[config.mk]
export PLATFORM = sky130hd
export DESIGN_NAME = router_fsm
export DESIGN_NICKNAME = d
export VERILOG_FILES = /design/src/rtl/router_fsm.sv
export SDC_FILE = /design/constraint.sdc
export NUM_CORES = 1
export LEC_CHECK = 0
export CAP_MARGIN = 20
export CORE_AREA = 2 2 39 41
export CTS_BUF_LIST = sky130_fd_sc_hd__clkbuf_8
export CTS_CLUSTER_SIZE = 14
export DETAILED_ROUTE_END_ITERATION = 8
export DIE_AREA = 0 0 41 43
export PLACE_DENSITY = 0.75
export SYNTH_ARGS = -nofsm -noshare
export SYNTH_HDL_FRONTEND = slang
export SYNTH_SLANG_ARGS = --single-unit
[constraint.sdc]
create_clock -name clock -period 2.4 [get_ports clock]
set_input_delay 0.48 -clock clock [delete_from_list [all_inputs] [get_ports clock]]
set_output_delay 0.48 -clock clock [all_outputs]
set_load 0.02 [all_outputs]
[src/rtl/router_fsm.sv]
// Control FSM for the 1x3 router: header decode, FIFO write sequencing, busy stall and parity-check hand-off.
// Optional macro ROUTER_FSM_TIMEOUT_EN aborts WAIT_TILL_EMPTY after WAIT_TIMEOUT cycles and pulses timeout_abort.
module router_fsm #(
    parameter int WAIT_TIMEOUT = 30
) (
    input  logic       clock,
    input  logic       reset,
    input  logic       pkt_valid,
    input  logic [1:0] data_in,
    input  logic       fifo_full,
    input  logic       fifo_empty_0,
    input  logic       fifo_empty_1,
    input  logic       fifo_empty_2,
    input  logic       soft_reset_0,
    input  logic       soft_reset_1,
    input  logic       soft_reset_2,
    input  logic       parity_done,
    input  logic       low_pkt_valid,
    output logic       write_enb_reg,
    output logic       detect_add,
    output logic       lfd_state,
    output logic       ld_state,
    output logic       laf_state,
    output logic       full_state,
    output logic       rst_int_reg,
    output logic       busy,
    output logic       timeout_abort
);

    typedef enum logic [2:0] {
        DECODE_ADDRESS     = 3'd0,
        WAIT_TILL_EMPTY    = 3'd1,
        LOAD_FIRST_DATA    = 3'd2,
        LOAD_DATA          = 3'd3,
        FIFO_FULL_STATE    = 3'd4,
        LOAD_AFTER_FULL    = 3'd5,
        LOAD_PARITY        = 3'd6,
        CHECK_PARITY_ERROR = 3'd7
    } state_t;

    state_t     state_q, state_d;
    logic [1:0] addr_q, addr_d;
    logic       tgt_empty, tgt_soft, din_empty;

    if (WAIT_TIMEOUT < 1) begin : g_bad_timeout
        $error("router_fsm: WAIT_TIMEOUT must be at least 1");
    end

    // Destination 3 has no FIFO behind it: never empty, never soft-reset.
    always_comb begin
        tgt_empty = 1'b0;
        tgt_soft  = 1'b0;
        case (addr_q)
            2'd0: begin tgt_empty = fifo_empty_0; tgt_soft = soft_reset_0; end
            2'd1: begin tgt_empty = fifo_empty_1; tgt_soft = soft_reset_1; end
            2'd2: begin tgt_empty = fifo_empty_2; tgt_soft = soft_reset_2; end
            default: ;
        endcase
    end

    always_comb begin
        din_empty = 1'b0;
        case (data_in)
            2'd0:    din_empty = fifo_empty_0;
            2'd1:    din_empty = fifo_empty_1;
            2'd2:    din_empty = fifo_empty_2;
            default: din_empty = 1'b0;
        endcase
    end

`ifdef ROUTER_FSM_TIMEOUT_EN
    localparam int CNT_W = $clog2(WAIT_TIMEOUT + 1);
    logic [CNT_W-1:0] wait_cnt_q, wait_cnt_d;
    logic             abort_q, abort_d, tmo_hit;

    // tmo_hit marks the WAIT_TIMEOUT-th consecutive cycle in WAIT_TILL_EMPTY.
    assign tmo_hit    = (state_q == WAIT_TILL_EMPTY) && (wait_cnt_q == CNT_W'(WAIT_TIMEOUT - 1));
    assign wait_cnt_d = (state_q == WAIT_TILL_EMPTY) ? wait_cnt_q + CNT_W'(1) : '0;
    assign abort_d    = tmo_hit && !tgt_empty && !tgt_soft;

    always_ff @(posedge clock or posedge reset) begin
        if (reset) begin
            wait_cnt_q <= '0;
            abort_q    <= 1'b0;
        end else begin
            wait_cnt_q <= wait_cnt_d;
            abort_q    <= abort_d;
        end
    end

    assign timeout_abort = abort_q;
`else
    assign timeout_abort = 1'b0;
`endif

    always_ff @(posedge clock or posedge reset) begin
        if (reset) begin
            state_q <= DECODE_ADDRESS;
            addr_q  <= 2'd0;
        end else begin
            state_q <= state_d;
            addr_q  <= addr_d;
        end
    end

    always_comb begin
        state_d = state_q;
        addr_d  = addr_q;
        if (state_q == DECODE_ADDRESS && pkt_valid) begin
            addr_d = data_in;
        end
        if (tgt_soft) begin
            state_d = DECODE_ADDRESS;
        end else begin
            case (state_q)
                DECODE_ADDRESS: begin
                    if (pkt_valid && data_in != 2'd3) begin
                        state_d = din_empty ? LOAD_FIRST_DATA : WAIT_TILL_EMPTY;
                    end
                end
                WAIT_TILL_EMPTY: begin
                    if (tgt_empty) begin
                        state_d = LOAD_FIRST_DATA;
`ifdef ROUTER_FSM_TIMEOUT_EN
                    end else if (tmo_hit) begin
                        state_d = DECODE_ADDRESS;
`endif
                    end
                end
                LOAD_FIRST_DATA: state_d = LOAD_DATA;
                LOAD_DATA: begin
                    if (fifo_full) begin
                        state_d = FIFO_FULL_STATE;
                    end else if (!pkt_valid) begin
                        state_d = LOAD_PARITY;
                    end
                end
                FIFO_FULL_STATE: begin
                    if (!fifo_full) begin
                        state_d = LOAD_AFTER_FULL;
                    end
                end
                LOAD_AFTER_FULL: begin
                    if (parity_done) begin
                        state_d = DECODE_ADDRESS;
                    end else if (low_pkt_valid) begin
                        state_d = LOAD_PARITY;
                    end else begin
                        state_d = LOAD_DATA;
                    end
                end
                LOAD_PARITY: state_d = CHECK_PARITY_ERROR;
                CHECK_PARITY_ERROR: state_d = fifo_full ? FIFO_FULL_STATE : DECODE_ADDRESS;
                default: state_d = DECODE_ADDRESS;
            endcase
        end
    end

    assign detect_add    = (state_q == DECODE_ADDRESS);
    assign lfd_state     = (state_q == LOAD_FIRST_DATA);
    assign ld_state      = (state_q == LOAD_DATA);
    assign laf_state     = (state_q == LOAD_AFTER_FULL);
    assign full_state    = (state_q == FIFO_FULL_STATE);
    assign rst_int_reg   = (state_q == CHECK_PARITY_ERROR);
    assign write_enb_reg = (state_q == LOAD_DATA) || (state_q == LOAD_PARITY) ||
                           (state_q == LOAD_AFTER_FULL);
    assign busy          = !((state_q == DECODE_ADDRESS) || (state_q == LOAD_DATA));

endmodule
# ---- After elaboration in Yosys (flattened, before gate mapping)
# Cells that the tools add are included.
dict set report word_totals {
  ff_bits 5
  inputBits 14
  wordCells 42
}
dict set report op_classes {
  eq_ne 16
  muxes 14
  n_reduce_logical 10
}
# op count
set ops {}
lappend ops {{3-bit 2-to-1 mux} 9}
lappend ops {{3-bit one-hot mux with 8 select lines} 1}
lappend ops {{3-bit == test (second input constant)} 4}
lappend ops {{1-bit one-hot mux with 3 select lines} 3}
lappend ops {{3-bit by 2-bit == test with 1-bit output (second input constant)} 2}
lappend ops {{2-bit by 1-bit == test with 1-bit output (second input constant)} 2}
lappend ops {{2-bit == test (second input constant)} 2}
lappend ops {{2-bit zero test} 2}
lappend ops {{4-bit by 3-bit != test with 1-bit output (second input constant)} 1}
lappend ops {{4-bit AND reduction} 1}
lappend ops {{3-bit by 1-bit == test with 1-bit output (second input constant)} 1}
lappend ops {{3-bit zero test} 1}
lappend ops {{1-bit logical OR} 3}
lappend ops {{3-bit by 1-bit != test with 1-bit output (second input constant)} 1}
lappend ops {{3-bit by 2-bit != test with 1-bit output (second input constant)} 1}
lappend ops {{3-bit != test (second input constant)} 1}
lappend ops {{1-bit logical AND} 2}
lappend ops {{2-bit 2-to-1 mux} 1}
lappend ops {{2-bit != test (second input constant)} 1}
lappend ops {{1-bit zero test} 1}

# ---- Depth between registers and ports, before layout
dict set report logic_depth {
  depth_word 6
  ltp_mapped 5
}

# ---- Worst setup path after synthesis
# Ideal clock, no wire load.
dict set report synth_path {
  path_kind {register -> output}
  startpoint {register state_q[2]}
  endpoint {output port busy}
  arrival_time_ns 1.176
  required_ns 1.920
  path_slack_ns 0.744
  stages_incl_launch_ff 5
  n_path_buf 1
  cell_sequence {dfrtp_1 buf_6 and2b_1 and2_1 nor2_1}
}
dict set report synth_via {
  elab_chain_cells 3
  elab_cells_between_ends 4
  classes_between {eq/ne: 1; reduce/logical: 3}
}
# element line_no
set synth_lines {}
lappend synth_lines {{from (decl)} 41} ;# state_t state_q, state_d;
lappend synth_lines {{from (signal assigned)} 101} ;# state_q <= state_d;
lappend synth_lines {{3-bit by 2-bit == test with 1-bit output} n/a}
lappend synth_lines {{net ld_state} 22} ;# output logic ld_state,
lappend synth_lines {{1-bit logical OR} 167} ;# assign busy = !((state_q == DECODE_ADDRESS) || (state_q == LOAD_DATA));
lappend synth_lines {{1-bit zero test} 167}
lappend synth_lines {{to (decl)} 26} ;# output logic busy,
# The timed path passes the listed nets, and every way through them passes these cells.

# ---- Worst setup path after layout
dict set report layout_path {
  startpoint {register state_q[0]}
  endpoint {output port busy}
}
dict set report layout_via {
  elab_chain_cells 3
  elab_cells_between_ends 4
  classes_between {eq/ne: 1; reduce/logical: 3}
}
# element line_no
set layout_lines {}
lappend layout_lines {{3-bit by 2-bit == test with 1-bit output or 3-bit zero test (tied branches)} 167}
lappend layout_lines {{1-bit logical OR (*)} 167}
lappend layout_lines {{1-bit zero test (*)} 167}
# Mark *: on every way between the ends. The rest lies on a longest branch, timed or not.

==> out/metrics.csv <==
metric,value,unit
die footprint,1760,µm²
Max-Cap Viols,0,
DRC viols,0,
WL met1,410,µm
FILL cells,144,
clk slew on worst S/H paths,0.03,ns
CP Launch Type,flop,
H-tree Lvls,1,
initial antenna violation count,0,
port bufs,21,
Synth-to-Final Area Change,42.8,%
DRT Wirelength,1020,µm
placed cell areas,691,µm²
Synth top area share,24.2,%
outcome,finished clean,
Final nets,95,
Die Span X,41,µm
Ys Warns,0,
clk sink count,5,
largest net degree at the start of global routing,17,
ANT nets after route,0,
"Net Count, Synth",74,
"Seq/Total Area, Yosys",24.2,%
met3 wire len,50,µm
vias in the first global route,481,
WL/cell,10.6,µm
Max VDD drop,700,µV
Post-Route Setup TNS,0,ns
Synth cell types,29,
Synth area leaders,"dfrtp_1 (24%), mux2i_1 (7.7%), o21ai_0 (6.8%)",
Routability Congestion,0.753,
Leakage Power,0.287,nW
Final Util,53.4,%
"most common cell after layout, fill and taps aside",clkdlybuf4s50_1,
total grt overflow,0,
# rows,14,
clock skew,0.00111,ns
Place WS,0.295,ns
Power Dens Cells,1210,nW/µm²
ANT cells,0,
first-pass iteration count of the detailed router,2,
1st-iter DRT viols,2,
total track usage,15.6,%
Worst Slack Setup Final,0.151,ns
Layout Cell Area excl Fill,739,µm²
"Hold-fix buffers, CTS",0,
via total after detailed routing,495,
worst skew pair latency,0.22,ns
unrepaired setup endpoints after global routing,false,
cell taking the most area after synthesis,dfrtp_1,
Yosys reg bits,5,
crit path DAT,1.77,ns
Mean Syn Cell Area,8.63,µm²
postcts setup bufs,0,
first-pass GRT wire length,1840,µm
CTS tree,done,
Critical Path Slowest Stage Cell,clkdlybuf4s50_1,
Max Buffers Root-to-Sink,2,
DR top layer,met3,
starting density of the core,37.4,%
WL met2,558,µm
vias per cell,5.16,
Syn Inst Count,60,
Setup CP Type,flop to output port,
die height,43,µm
layout cell share with drive strength beyond 1,12.5,%
cts bufs inserted,3,
nature of the critical path endpoint,output port,
post_cts resized,0,
Crit path largest cell delay,0.60,ns
core box area,1380,µm²
Tcrit/Tclk final,93.7,%
post-synth design cell area,518,µm²
post-layout min period,2.25,ns
IO Pins,23,
worst-path cell chain,and2b_1 > and2_1 > nor2_1 > clkdlybuf4s50_1,
HPWL after detailed placement,867,µm
data required time at the worst endpoint,1.92,ns
Worst path top cell family by delay,buffers and inverters,
Final Max Tran Viols,0,
highest-count cells in the layout ignoring fill and taps,"clkdlybuf4s50_1 (21), o21ai_0 (7), nor2_1 (5)",
final hold viol count,0,
root buf cell,clkbuf_8,
max frequency,445,MHz
setup violators final,0,
CP Max Fanout,12,
Buf/Inv on CP,1,
min-delay worst type,primary input to async pin,
-- layout make-up --
type                       instances  area [µm²]  area share (%)
clock buffer                       3        41.3            5.58
clock inverter                     1        3.75           0.508
inverter                           2        7.51            1.02
multi-input combinational         48         328            44.3
sequential                         5         129            17.4
tap                               16        20.0            2.71
timing repair buffer              21         210            28.4
-- stage by stage --
stage | power, mW | hold WS (ns) | instances
2_1_floorplan | 0.631 | 0.259 | 60
3_3_place_gp | 0.740 | 0.603 | 92
3_5_place_dp | 0.752 | 0.610 | 92
4_1_cts | 0.905 | 0.463 | 96
5_1_grt | 0.980 | 0.500 | 96
6_report | 0.898 | 0.458 | 96
-- worst paths after layout --
| kind | startpoint | endpoint | slack [ns] | cells past startpoint |
|---|---|---|---|---|
| worst max-delay path | state_q[0] | busy | 0.15 | 4 |
| worst min-delay path | reset | state_q[0] | 0.46 | 2 |
| worst max register to register | state_q[1] | addr_q[0] | 1.06 | 3 |
| worst min register to register | addr_q[0] | addr_q[0] | 0.61 | 1 |
| max in group asynchronous | reset | state_q[2] | 1.76 | 2 |
| min in group clock | addr_q[0] | addr_q[0] | 0.61 | 1 |
-- routing by layer --
| metal | vias to the layer above | track usage (%) |
|---|---|---|
| met5 | - | 0 |
| met1 | 226 | 16.3 |
| li1 | 254 | - |
| met2 | 15 | 23.4 |
| met4 | 0 | 10.7 |
| met3 | 0 | 7.33 |
-- cell usage after synthesis --
cell and instances:
mux2i_1 4, xnor2_1 1, nand2_2 1, and3_2 1
buf_6 2, buf_12 1, nor3_1 2, and2b_1 1
nand3b_1 2, mux2_1 2, o21ai_1 1, nor2_1 5
a211oi_1 1, a311o_1 1, and3b_1 1, conb_1 1
nand2_1 3, and2_1 2, inv_1 2, nor3_4 1
nor3b_1 2, dfrtp_1 5, nor2b_1 2, o31a_1 1
a21oi_1 4, o21ai_0 7, a2111oi_2 1, buf_4 2
and4b_1 1
-- where the power goes --
group | switching [mW] | internal (mW)
Combinational | 0.237 | 0.275
Sequential | 0.108 | 0.131
Clock | 0.0381 | 0.109
Total | 0.383 | 0.515
-- worst register-to-register path, cell delays in order (launching register included) --
cell and delay (ns):
dfrtp_2 0.50, nor3_4 0.30, nand2_2 0.10, mux2_1 0.31
-- sequential cells by signal, indices dropped and copies added, names as in the netlist --
register,count
state_q,3
addr_q,2
-- logic make-up after synthesis --
group | after synthesis | synth area share [%]
and+or+nand+nor | 24 | 29.2
AOI/OAI and AO/OA | 16 | 19.6
buffers and inverters | 7 | 12.6
muxes | 6 | 12.1
DFF | 5 | 24.2
xor gates and xnor gates | 1 | 1.69
other | 1 | 0.724
No activity file was read; power rests on OpenSTA's default activity.
